--- src/rtl/result_bcd_if.sv ---
// Result-to-display handshake bundle between the ALU result producer and the
// BCD decoder.
//
// Handshake: the producer drives result/ovf_in and raises convertstrobe. The
// decoder accepts the request on a rising edge only while idle (busy=0).
// Strobes seen while busy are dropped, not queued. busy stays high from the
// accept edge until done is asserted. done is a one-cycle pulse that marks
// digits/negative/rangeerr/ovf_out as new. Those outputs hold between pulses.
//
// Signals:
//   result        producer -> decoder  signed value to convert
//   ovf_in        producer -> decoder  ALU overflow flag, sampled with result
//   convertstrobe producer -> decoder  start request
//   busy          decoder -> producer  conversion in progress
//   done          decoder -> producer  one-cycle "outputs updated" pulse
//   digits        decoder -> producer  packed BCD, units in [3:0]
//   negative      decoder -> producer  converted value was negative
//   rangeerr      decoder -> producer  magnitude did not fit in DIGITS digits
//   ovf_out       decoder -> producer  ovf_in captured with the accepted request
interface result_bcd_if #(
  parameter int BITS   = 21,
  parameter int DIGITS = 6
);
  logic [BITS-1:0]     result;
  logic                ovf_in;
  logic                convertstrobe;
  logic                busy;
  logic                done;
  logic [4*DIGITS-1:0] digits;
  logic                negative;
  logic                rangeerr;
  logic                ovf_out;

  modport master (
    output result, ovf_in, convertstrobe,
    input  busy, done, digits, negative, rangeerr, ovf_out
  );

  modport slave (
    input  result, ovf_in, convertstrobe,
    output busy, done, digits, negative, rangeerr, ovf_out
  );
endinterface

--- src/rtl/result_bcd_decoder.sv ---
// Sequential binary-to-BCD converter for the 7-segment display path.
// Takes a signed BITS-wide ALU result and converts its magnitude to DIGITS
// packed BCD digits with the shift-add-3 (double dabble) method, one bit per
// clock.
//
// Ports:
//   clock      system clock, rising-edge
//   reset      synchronous, active-high; aborts any conversion
//   bus        result_bcd_if slave modport (request in, digits/status out)
//   dbg_state  current FSM state (0=IDLE, 1=SHIFT, 2=DONE)
//
// Timing: strobe accepted at edge N, done is high in the cycle after edge
// N+BITS+1.
module result_bcd_decoder #(
  parameter int BITS   = 21,
  parameter int DIGITS = 6
) (
  input  logic         clock,
  input  logic         reset,
  result_bcd_if.slave  bus,
  output logic [1:0]   dbg_state
);

  localparam int CW = $clog2(BITS + 1);
  // One spare digit so the accumulator cannot overflow on out-of-range input.
  localparam int AW = 4 * (DIGITS + 1);

  function automatic logic [63:0] pow10(input int n);
    logic [63:0] p;
    p = 64'd1;
    for (int i = 0; i < n; i++) p = p * 64'd10;
    return p;
  endfunction

  localparam logic [63:0] MAX_MAG = pow10(DIGITS) - 64'd1;

  typedef enum logic [1:0] {
    IDLE  = 2'd0,
    SHIFT = 2'd1,
    DONE  = 2'd2
  } state_t;

  state_t state_q, state_d;

  logic [BITS-1:0]     shift_q;
  logic [AW-1:0]       acc_q;
  logic [CW-1:0]       cnt_q;
  logic                neg_q;
  logic                ovf_q;
  logic                rerr_q;

  logic [4*DIGITS-1:0] digits_q;
  logic                negative_q;
  logic                rangeerr_q;
  logic                ovf_out_q;
  logic                done_q;

  logic [BITS-1:0]     abs_in;
  logic                range_err_in;
  logic [AW-1:0]       acc_adj;
  logic [AW-1:0]       acc_next;
  logic [BITS-1:0]     shift_next;

  // Magnitude in BITS unsigned bits: the most negative input maps to
  // 2^(BITS-1), which still fits because the result is treated as unsigned.
  always_comb begin
    abs_in       = bus.result[BITS-1] ? (~bus.result + 1'b1) : bus.result;
    range_err_in = {{(64-BITS){1'b0}}, abs_in} > MAX_MAG;
  end

  // Add 3 to every digit >= 5 before the shift, then shift {acc, mag} left.
  always_comb begin
    acc_adj = acc_q;
    for (int i = 0; i < DIGITS + 1; i++) begin
      if (acc_q[4*i +: 4] >= 4'd5) acc_adj[4*i +: 4] = acc_q[4*i +: 4] + 4'd3;
    end
    {acc_next, shift_next} = {acc_adj, shift_q} << 1;
  end

  always_comb begin
    state_d = state_q;
    case (state_q)
      IDLE:    if (bus.convertstrobe) state_d = SHIFT;
      SHIFT:   if (cnt_q == CW'(1))   state_d = DONE;
      DONE:    state_d = IDLE;
      default: state_d = IDLE;
    endcase
  end

  always_ff @(posedge clock) begin
    if (reset) begin
      state_q    <= IDLE;
      shift_q    <= '0;
      acc_q      <= '0;
      cnt_q      <= '0;
      neg_q      <= 1'b0;
      ovf_q      <= 1'b0;
      rerr_q     <= 1'b0;
      digits_q   <= '0;
      negative_q <= 1'b0;
      rangeerr_q <= 1'b0;
      ovf_out_q  <= 1'b0;
      done_q     <= 1'b0;
    end else begin
      state_q <= state_d;
      done_q  <= 1'b0;
      case (state_q)
        IDLE: begin
          if (bus.convertstrobe) begin
            shift_q <= abs_in;
            acc_q   <= '0;
            cnt_q   <= CW'(BITS);
            // Sign bit alone: zero can never come out as negative.
            neg_q   <= bus.result[BITS-1];
            ovf_q   <= bus.ovf_in;
            rerr_q  <= range_err_in;
          end
        end
        SHIFT: begin
          acc_q   <= acc_next;
          shift_q <= shift_next;
          cnt_q   <= cnt_q - CW'(1);
        end
        DONE: begin
          // Out-of-range values show the blank code on every digit.
          digits_q   <= rerr_q ? '1 : acc_q[4*DIGITS-1:0];
          negative_q <= neg_q;
          rangeerr_q <= rerr_q;
          ovf_out_q  <= ovf_q;
          done_q     <= 1'b1;
        end
        default: ;
      endcase
    end
  end

  assign bus.busy     = (state_q != IDLE);
  assign bus.done     = done_q;
  assign bus.digits   = digits_q;
  assign bus.negative = negative_q;
  assign bus.rangeerr = rangeerr_q;
  assign bus.ovf_out  = ovf_out_q;
  assign dbg_state    = state_q;

endmodule

--- src/flat_wrapper.sv ---
// flat-port wrapper written by rule: the top's interface ports become plain ports
module result_bcd_decoder_flat 
#(
  parameter int BITS   = 21,
  parameter int DIGITS = 6
)
  (clock, reset, dbg_state, bus_result, bus_ovf_in, bus_convertstrobe, bus_busy, bus_done, bus_digits, bus_negative, bus_rangeerr, bus_ovf_out);
  result_bcd_if #(.BITS(BITS), .DIGITS(DIGITS)) bus_i ();
  input  logic clock;
  input  logic reset;
  output logic [1:0] dbg_state;
  input wire logic [$bits(bus_i.result)-1:0] bus_result;
  input wire logic [$bits(bus_i.ovf_in)-1:0] bus_ovf_in;
  input wire logic [$bits(bus_i.convertstrobe)-1:0] bus_convertstrobe;
  output wire logic [$bits(bus_i.busy)-1:0] bus_busy;
  output wire logic [$bits(bus_i.done)-1:0] bus_done;
  output wire logic [$bits(bus_i.digits)-1:0] bus_digits;
  output wire logic [$bits(bus_i.negative)-1:0] bus_negative;
  output wire logic [$bits(bus_i.rangeerr)-1:0] bus_rangeerr;
  output wire logic [$bits(bus_i.ovf_out)-1:0] bus_ovf_out;
  assign bus_i.result = bus_result;
  assign bus_i.ovf_in = bus_ovf_in;
  assign bus_i.convertstrobe = bus_convertstrobe;
  assign bus_busy = bus_i.busy;
  assign bus_done = bus_i.done;
  assign bus_digits = bus_i.digits;
  assign bus_negative = bus_i.negative;
  assign bus_rangeerr = bus_i.rangeerr;
  assign bus_ovf_out = bus_i.ovf_out;
  result_bcd_decoder #(.BITS(BITS), .DIGITS(DIGITS)) u_core (.clock(clock), .reset(reset), .bus(bus_i), .dbg_state(dbg_state));
endmodule
--- config.mk ---
export PLATFORM = sky130hd
export DESIGN_NAME = result_bcd_decoder_flat
export DESIGN_NICKNAME = d
export VERILOG_FILES = /design/src/rtl/result_bcd_if.sv /design/src/rtl/result_bcd_decoder.sv /design/src/flat_wrapper.sv
export SDC_FILE = /design/constraint.sdc
export NUM_CORES = 1
export LEC_CHECK = 0
export BUFFER_PORTS_ARGS = -buffer_cell sky130_fd_sc_hd__buf_2
export CAP_MARGIN = 40
export CORE_MARGIN = 2
export CORE_UTILIZATION = 50
export DETAILED_ROUTE_END_ITERATION = 16
export GPL_TIMING_DRIVEN = 0
export PLACE_DENSITY = 0.71
export SLEW_MARGIN = 20
export SYNTH_ARGS = -nofsm -noshare
export SYNTH_HDL_FRONTEND = slang
export SYNTH_SLANG_ARGS = --single-unit
--- constraint.sdc ---
create_clock -name clock -period 7.2 [get_ports clock]
set_input_delay 0.36 -clock clock [delete_from_list [all_inputs] [get_ports clock]]
set_output_delay 0.36 -clock clock [all_outputs]
set_load 0.03 [all_outputs]
==> results of run 1 <==
## layer usage
metal | track usage | vias to the layer above | wire (um)
met5 | 0 | - | 0
met2 | 0.412 | 118 | 4850
met1 | 0.281 | 1831 | 4450
met3 | 0.0332 | 21 | 603
li1 | - | 2000 | -
met4 | 0.111 | 0 | 166
## cell families (layout without fill, tap and decap cells)
group                      after synthesis  count (layout)  synth area share
buffers and inverters                   59             127            0.0553
and+or+nand+nor                        222             222             0.251
muxes                                    4               4           0.00957
adders and majority gates               15              15            0.0449
DFF                                     83              83             0.397
AOI/OAI and AO/OA                      120             120             0.179
xor gates and xnor gates                30              30            0.0628
## tightest hold or removal path, stage by stage
cell	delay [ps]
buf_2	90
nand2_1	50
a21oi_1	50
## stage by stage
step | cell area [um^2] | std cells | setup slack [ps] | power [mW]
after floorplan | 4180 | 533 | 4600 | 0.601
after global routing | 4800 | 706 | 4380 | 1.06
after global placement | 4580 | 690 | 4310 | 0.646
final | 4800 | 706 | 4620 | 1.02
after detailed placement | 4580 | 690 | 4270 | 0.650
after CTS | 4800 | 706 | 4630 | 1.02
## sequential cells by signal (all words and copies together) (netlist names), 2 cells and up
signal             cells
u_core.bus.digits     24
u_core.shift_q        21
u_core.cnt_q           5
u_core.dbg_state       2
u_core.acc_q          24
## path summary, 6_finish.rpt
kind                                      endpoint                start
worst max register to register    u_core.acc_q[19]  u_core.dbg_state[0]
worst max-delay path                 u_core.rerr_q        bus_result[0]
worst min-delay path                  u_core.ovf_q           bus_ovf_in
worst min register to register  u_core.bus.ovf_out         u_core.ovf_q
## cell usage in the layout, fill, tap and decap left out, types with 2 or more instances in the layout
cell	count
dfxtp_1	83
nor3_1	65
nor2_1	56
buf_2	54
nand2_1	48
a21oi_1	48
clkbuf_1	38
o21ai_0	26
nand3_1	20
inv_1	17
xnor2_1	16
ha_1	15
xor2_1	14
a22oi_1	13
nand2b_1	11
clkbuf_8	11
a221oi_1	7
a31oi_1	6
o31ai_1	5
mux2i_1	4
or4_1	4
nor2b_1	3
buf_1	2
nor4_1	2
or3_1	2
or4_4	2
o41ai_1	2
nand3b_1	2
o2111a_1	2
o2111ai_1	2
bufinv_16	2
## power by group through the flow
stage / Combinational, mW / Sequential [mW] / Clock [mW]
floorplan: 0.0956 / 0.506 / 0
global placement: 0.147 / 0.500 / 0
detailed placement: 0.150 / 0.500 / 0
CTS: 0.150 / 0.490 / 0.382
global route: 0.168 / 0.492 / 0.400
finish: 0.150 / 0.490 / 0.378
## final cells by class
type                       instances  share of cell area
buffer                            42              0.0349
clock buffer                      12              0.0323
clock inverter                     4              0.0151
inverter                          17              0.0133
multi-input combinational        391               0.477
sequential                        83               0.346
tap                              105              0.0274
timing repair buffer              52              0.0542
==> out/metrics.csv, run 1 <==
metric;value;unit
multi-input logic area;2290;um^2
internal power;0.740;mW
register area;1660;um^2
CP max-delay cell;or3b_2;
status;finished clean;
Reg power frac;0.481;
global route overflow;0;
Comb power frac;0.147;
Cell variety after synth;46;
largest net degree at the start of global routing;14;
# DRC;0;
Hold WC Path Type;input pin to flop;
cts bufs inserted;9;
row cnt;33;
Post-layout nets;636;
Post-synth EDFFs;0;
top area cells in the synthesized netlist;dfxtp_1 40%, nor3_1 7.8%, a21oi_1 5.7%, nor2_1 5.0%, ha_1 4.5%;
die area;9120;um^2
Top delay family on crit path;simple AND/OR/NAND/NOR gates;
Synth Warn #;0;
# diodes;0;
Startpoint Class;input pin;
R2R Setup Slk;5190;ps
Max FO, Critical Path;8;
Filler cells;767;
clock power share;0.371;
Initial Util;0.512;
initial drt markers;192;
Cell Pwr Density;212;nW/um^2
Post-CTS Hold Buffers;0;
global-route wire length before repair;16800;um
Lkg Pwr;1.79;nW
share of layout cells above drive strength 1;0.126;
type of the worst setup path;input pin to flop;
Antenna Nets Post-Route;0;
CTS root buffer;clkbuf_8;
Chip Height;95.5;um
Sw Ratio;0.272;
crit-path cells;buf_2 > inv_1 > ha_1 > or3b_2 > or4_4 > buf_6 > o31ai_4 > xnor2_1 > a311oi_1 > a2111oi_0 > a2111oi_1;
CTS tree;yes;
Synth Cell Area;4180;um^2
Finished Core Util;0.588;
detailed placer's ending HPWL;7400;um
vias per cell;5.62;
port buffer count;52;
Buf/Inv on CP;3;
endpoints failing hold;0;
register area share after synthesis;0.397;
Seq cells post-synth;83;
core outline area;8180;um^2
setup TNS;0;ps
Clock Skew;9.39;ps
Tcrit/Tclk final;0.358;
Max VDD drop;0.000102;V
worst slew pin tran;576;ps
most frequent cell after synthesis;dfxtp_1;
cell type with the largest total area after synthesis;dfxtp_1;
Async S/R FF share, synth;0;
Overall Global Routing Usage;0.234;
Required @ worst endpoint;7440;ps
Pre-antenna DRT Iters;5;
Tmin final;2580;ps
via count;3970;
clk slew on worst S/H paths;80;ps
cells on worst reg2reg path;6;
P_sw;0.277;mW
CP Capture Type;flop;
Max Slew Vio Count;0;
DR WL/cell;14.3;um
Mapped Cells;533;
RSZ-0062 raised after global routing;false;
CTS resizes;0;
fmax;388;MHz
Die W;95.5;um
Clock Latency Late Sink;350;ps
Ports;56;
final setup violation count;0;
H-tree depth;3;
slew margin rel.;0.616;
Worst path depth;11;
Hold WS;251;ps
Mapped Avg Cell Area;7.85;um^2
Net Count, Synth;573;
CP peak stage delay;520;ps
setup bufs post-CTS;0;
Hold Path Stages;3;
area grow syn2layout;14.8;%
initial antenna violation count;0;
Max clock buf depth;2;
top_reg_cell synth;dfxtp_1;
Total Wirelength;10100;um
Synth top cells by count;83 x dfxtp_1, 65 x nor3_1, 56 x nor2_1, 48 x a21oi_1, 48 x nand2_1;
Arrival @ worst endpoint;2810;ps
clock sinks;83;
post-synth top area share;0.397;
number of global-route vias before repair;3702;
max_cap viols;0;
RePlAce Congestion;0.830;
(Power assumes the default switching activity.)
==> run 2, diff against run 1 <==
--- a/config.mk
+++ b/config.mk
@@ -5,6 +5,7 @@
 export SDC_FILE = /design/constraint.sdc
 export NUM_CORES = 1
 export LEC_CHECK = 0
+export ABC_AREA = 1
 export BUFFER_PORTS_ARGS = -buffer_cell sky130_fd_sc_hd__buf_2
 export CAP_MARGIN = 40
 export CORE_MARGIN = 2
==> constraint.sdc (replaced) <==
create_clock -name clock -period 2.6 [get_ports clock]
set_input_delay 0.13 -clock clock [delete_from_list [all_inputs] [get_ports clock]]
set_output_delay 0.13 -clock clock [all_outputs]
set_load 0.03 [all_outputs]
==> out/metrics.csv, run 2 <==
metric;value;unit;change
commonest non-fill, non-tap cells in the layout;150 x nand2_1, 83 x dfxtp_1, 66 x inv_1;;
# DRC;0;;unchanged
Cell variety after synth;34;;-26%
Arrival @ worst endpoint;2080;ps;-730 ps
Worst R2R End;u_core.bus.digits[19];;
vias per cell;5.30;;-5.8%
Post-synth EDFFs;0;;unchanged
detailed placer's ending HPWL;8000;um;+8.2%
Finished Core Util;0.596;;+0.00822
setup TNS;0;ps;unchanged
hold path endpoint;u_core.shift_q[0];;
register area share after synthesis;0.387;;-0.0101
Pre-antenna DRT Iters;5;;unchanged
CTS resizes;0;;unchanged
Async S/R FF share, synth;0;;unchanged
P_sw;0.826;mW;+200%
top_reg_cell synth;dfxtp_1;;
register area;1660;um^2;unchanged
Synth Warn #;0;;unchanged
Hold Path Stages;3;;unchanged
Mapped Cells;622;;+17%
Startpoint Class;flop;;
RePlAce Congestion;0.867;;+4.5%
RSZ-0062 raised after global routing;false;;
CTS root buffer;clkbuf_8;;
Hold WC Path Type;input pin to flop;;
CTS tree;yes;;
core outline area;8260;um^2;+1.0%
Reg power frac;0.471;;-0.010
Tmin final;1870;ps;
R2R Setup Slk;730;ps;-4460 ps
clock power share;0.368;;-0.003
Max Slew Vio Count;0;;unchanged
Cell Pwr Density;587;nW/um^2;+180%
Filler cells;821;;+7.0%
row cnt;33;;unchanged
placed inst area;4690;um^2;+2.5%
final setup violation count;0;;unchanged
cells on worst reg2reg path;5;;-1
Worst Hold Launch;bus_result[0];;
type of the worst setup path;flop to flop;;
Lkg Pwr;2.03;nW;+14%
cell type with the largest total area after synthesis;dfxtp_1;;
Tcrit/Tclk final;0.718;;
clock sinks;83;;unchanged
Net Count, Synth;662;;+16%
H-tree depth;3;;unchanged
Die W;96.7;um;+1.2%
Max clock buf depth;2;;unchanged
most common cell after layout, fill and taps aside;nand2_1;;
Synth Area in XOR/XNOR;0.0245;;-0.0383
status;finished clean;;
worst r2r src;u_core.dbg_state[1];;
Mapped Avg Cell Area;6.90;um^2;-12%
Clock Latency Late Sink;350;ps;about the same
Synth Cell Area;4290;um^2;+2.6%
largest family of logic cells by synthesized area;simple AND/OR/NAND/NOR gates;;
endpoints failing hold;0;;unchanged
Synth top cells by count;150 x nand2_1, 83 x dfxtp_1, 66 x inv_1, 62 x a21oi_1, 52 x nor2_1;;
die area;9340;um^2;+2.5%
multi-input logic area;2250;um^2;-1.8%
Post-Layout Inst Area;4920;um^2;+2.4%
post-synth top area share;0.387;;-0.0101
max_cap viols;0;;unchanged
initial antenna violation count;0;;unchanged
Ports;56;;unchanged
Max VDD drop;0.000357;V;+250%
via count;4224;;+6.4%
Post-Synth Adder-Cell Area;0.0437;;-0.00114
mux cell area share after synthesis;0;;-0.00957
CP Capture Type;flop;;
compound-cell area share of the yosys netlist;0.182;;+0.00245
Seq cells post-synth;83;;unchanged
worst slew pin tran;704;ps;+128 ps
Total Wirelength;10600;um;+5.7%
port buffer count;53;;+1.9%
Comb power frac;0.162;;+0.015
setup bufs post-CTS;0;;unchanged
clk slew on worst S/H paths;90;ps;about the same
Overall Global Routing Usage;0.229;;-0.00545
Initial Util;0.520;;+0.00806
most frequent cell after synthesis;nand2_1;;
Simple-Gate Fraction of Synth Area;0.274;;+0.0231
cts bufs inserted;9;;unchanged
Post-layout nets;726;;+14%
number of global-route vias before repair;3962;;+7.0%
Post-CTS Hold Buffers;0;;unchanged
internal power;2.06;mW;+180%
Clock Skew;8.03;ps;-1.36 ps
fmax;536;MHz;
global route overflow;0;;unchanged
initial drt markers;219;;+14%
Chip Height;96.7;um;+1.2%
Antenna Nets Post-Route;0;;unchanged
top area cells in the synthesized netlist;dfxtp_1 39%, nand2_1 13%, a21oi_1 7.2%, inv_1 5.8%, o21ai_0 5.6%;;
largest net degree at the start of global routing;14;;unchanged
slew margin rel.;0.531;;-0.0850
Max FO, Critical Path;10;;+2
share of layout cells above drive strength 1;0.146;;+0.0197
Required @ worst endpoint;2820;ps;-4620 ps
DR WL/cell;13.4;um;-6.4%
area grow syn2layout;14.6;%;
global-route wire length before repair;17800;um;+6.1%
Sw Ratio;0.286;;+0.0140
[run 2: changes by cell type in the layout (fill, tap and decap cells not counted), sizes merged, moves of 15 or more]
cell	delta
o21ai	+26
a21oi	+15
nand3	+18
nand2	+112
nor3	-58
inv	+52
clkbuf	-18
[run 2: critical path, stage by stage (launching register included)]
cell,delay (ps)
dfxtp_1,350
inv_1,50
nor2_1,510
inv_1,300
nor2_1,410
a21oi_1,120
[run 2: final cells by class]
cell class / count / share of cell area
multi-input cells: 441 / 0.457
flip-flops and latches: 83 / 0.338
repair buffers: 53 / 0.0539
inverters: 69 / 0.0526
clock buffers: 12 / 0.0315
well taps: 105 / 0.0267
plain buffers: 29 / 0.0249
clock inverters: 4 / 0.0148
diodes: 1 / 0.000509
[run 2: worst max-delay path by stage]
| stage | cells after the start | startpoint | to |
|---|---|---|---|
| after detailed placement | 5 | u_core.dbg_state[1] | u_core.bus.digits[23] |
| after global routing | 5 | u_core.dbg_state[1] | u_core.bus.digits[17] |
| after global placement | 5 | u_core.dbg_state[1] | u_core.bus.digits[20] |
| after CTS | 5 | u_core.dbg_state[1] | u_core.bus.digits[19] |
| final | 5 | u_core.dbg_state[1] | u_core.bus.digits[19] |
| after floorplan | 8 | u_core.dbg_state[0] | u_core.shift_q[20] |
[run 2: power groups by stage]
stage / logic (mW) / clock network, mW / registers (mW)
floorplan: 0.307 / 0 / 1.39
global placement: 0.451 / 0 / 1.39
detailed placement: 0.465 / 0 / 1.39
CTS: 0.466 / 1.06 / 1.36
global route: 0.519 / 1.13 / 1.37
finish: 0.467 / 1.06 / 1.36
[run 2: routing by layer]
layer / global-route usage / wire, um
met3: 0.0368 / 526
met2: 0.401 / 5100
met1: 0.286 / 4810
met4: 0.0769 / 210
met5: 0 / 0
[run 2: logic make-up (layout without fill, tap and decap cells)]
family | after synthesis | count (layout)
flip-flops | 83 | 83
other | 0 | 1
AO/OA/AOI/OAI | 144 | 144
XOR/XNOR | 12 | 12
buffers and inverters | 98 | 167
adder cells (fa/ha/maj) | 15 | 15
AND/OR/NAND/NOR | 270 | 270
[run 2: metrics by stage]
step                      setup WS, ps  total power, mW  instances  hold WS (ps)
after detailed placement           712             1.85        780           431
after CTS                          701             2.88        796          67.2
after floorplan                   1010             1.70        622           296
after global placement             730             1.84        780           386
final                              733             2.89        797          67.7
after global routing               497             3.02        796           104
==> run 3, diff against run 2 <==
==> constraint.sdc (replaced) <==
create_clock -name clock -period 1.8 [get_ports clock]
set_input_delay 0.09 -clock clock [delete_from_list [all_inputs] [get_ports clock]]
set_output_delay 0.09 -clock clock [all_outputs]
set_load 0.03 [all_outputs]
==> out/metrics.csv, run 3 (synthesis results as in run 2) <==
metric;value;unit;change
Die W;96.7;um;unchanged
total power;4.19;mW;+45%
port buffer count;53;;unchanged
final setup violation count;0;;unchanged
CP max-delay cell;dfxtp_1;;
clock sinks;83;;unchanged
Sw Ratio;0.286;;about the same
Lkg Pwr;2.04;nW;+0.45%
Max Slew Vio Count;0;;unchanged
worst slack at placement;-87.8;ps;-800 ps
# diodes;0;;-1
initial drt markers;192;;-12%
Comb power frac;0.165;;+0.003
detailed placer's ending HPWL;8000;um;unchanged
Post-CTS Hold Buffers;0;;unchanged
CP peak stage delay;350;ps;-160 ps
type of the worst setup path;flop to flop;;
global route overflow;0;;unchanged
Finished Core Util;0.598;;+0.00273
endpoints failing hold;0;;unchanged
grt met2 use;0.400;;-0.000534
Chip Height;96.7;um;unchanged
Tcrit/Tclk final;0.909;;+0.190
Max FO, Critical Path;10;;unchanged
P_sw;1.20;mW;+45%
largest net degree at the start of global routing;14;;unchanged
Total Wirelength;10600;um;-0.10%
Max clock buf depth;2;;unchanged
clock power share;0.366;;-0.002
RePlAce Congestion;0.867;;unchanged
vias per cell;5.33;;+0.48%
RSZ-0062 raised after global routing;false;;
Post-layout nets;726;;unchanged
number of global-route vias before repair;3964;;+0.050%
most used routing layer;met2;;
commonest non-fill, non-tap cells in the layout;148 x nand2_1, 83 x dfxtp_1, 66 x inv_1;;
met3 usage;0.0368;;unchanged
max_cap viols;0;;unchanged
Buf/Inv on CP;3;;+1
Cell Pwr Density;847;nW/um^2;+44%
status;finished clean;;
Ports;56;;unchanged
CTS tree;yes;;
area grow syn2layout;15.1;%;
Initial Util;0.520;;unchanged
H-tree depth;3;;unchanged
slew margin rel.;0.597;;+0.0659
share of layout cells above drive strength 1;0.155;;+0.00868
Tmin final;1640;ps;-232 ps
Clock Skew;8.43;ps;+0.403 ps
Pre-antenna DRT Iters;5;;unchanged
cts bufs inserted;9;;unchanged
grt met1 use;0.286;;-0.000453
Arrival @ worst endpoint;1840;ps;-240 ps
CP Capture Type;flop;;
setup bufs post-CTS;0;;unchanged
clk slew on worst S/H paths;80;ps;about the same
Clock Latency Late Sink;350;ps;about the same
row cnt;33;;unchanged
most common cell after layout, fill and taps aside;nand2_1;;
worst slew pin tran;605;ps;-98.9 ps
Hold WC Path Type;input pin to flop;;
Antenna Nets Post-Route;0;;unchanged
internal power;2.99;mW;+45%
fmax;611;MHz;+14%
DR WL/cell;13.4;um;about the same
Overall Global Routing Usage;0.229;;-0.000304
Top delay family on crit path;buffers and inverters;;
crit-path cells;nor2_1 > nand2_2 > inv_1 > nor2_1 > clkbuf_4 > clkbuf_4 > a22oi_1 > a21oi_1;;
core outline area;8260;um^2;unchanged
Startpoint Class;flop;;
setup TNS;0;ps;unchanged
Max VDD drop;0.000518;V;+45%
die area;9340;um^2;unchanged
via count;4239;;+0.36%
# DRC;0;;unchanged
initial antenna violation count;0;;unchanged
PnR worst setup slack;165;ps;-568 ps
Hold WS;26.8;ps;-40.9 ps
CTS root buffer;clkbuf_8;;
global-route wire length before repair;17800;um;about the same
Required @ worst endpoint;2010;ps;-810 ps
Reg power frac;0.469;;-0.002
[run 3: changes by cell type in the layout (fill, tap and decap cells not counted), sizes merged]
| cell | delta |
|---|---|
| diode | -1 |
| clkbuf | +4 |
| buf | -4 |
[run 3: layout make-up]
class | count | area (um^2)
fill | 817 | 3320
multi-input combinational | 441 | 2260
sequential | 83 | 1660
timing repair buffer | 53 | 265
inverter | 69 | 259
clock buffer | 12 | 155
buffer | 29 | 138
tap | 105 | 131
clock inverter | 4 | 72.6
[run 3: final timing paths]
| kind | cells past startpoint | slack [ps] | to | startpoint |
|---|---|---|---|---|
| setup / recovery | 8 | 160 | u_core.shift_q[16] | u_core.dbg_state[0] |
| hold / removal | 3 | 30 | u_core.shift_q[0] | bus_result[0] |
| setup reg to reg | 8 | 160 | u_core.shift_q[16] | u_core.dbg_state[0] |
| hold reg to reg | 2 | 460 | u_core.bus.digits[22] | u_core.bus.digits[22] |
[run 3: worst min-delay path: cells and delay by family]
family                 cells  cell delay, ps
buffers and inverters      2             130
AO/OA/AOI/OAI              1             110
[run 3: metal layers]
layer	vias to the layer above	part of all wire	wire [um]
met1	1951	0.45	4760
li1	2162	-	-
met3	15	0.049	521
met4	0	0.020	208
met5	-	0	0
met2	111	0.48	5140
[run 3: metrics by stage]
step	cells	area, um^2
after floorplan	622	4290
after global placement	780	4690
after detailed placement	780	4690
after CTS	796	4930
after global routing	796	4940
final	796	4940
[run 3: repair_timing]
item	CTS	global route
setup endpoints to repair	25	43
gates resized for setup	4	8
endpoints found under the hold margin	0	0
[run 3: power groups by stage]
stage / sequential, mW / clock (mW) / combinational (mW)
6_report: 1.96 / 1.53 / 0.690
5_1_grt: 1.97 / 1.64 / 0.766
4_1_cts: 1.96 / 1.53 / 0.679
3_5_place_dp: 2.00 / 0 / 0.672
3_3_place_gp: 2.00 / 0 / 0.652
2_1_floorplan: 2.01 / 0 / 0.444
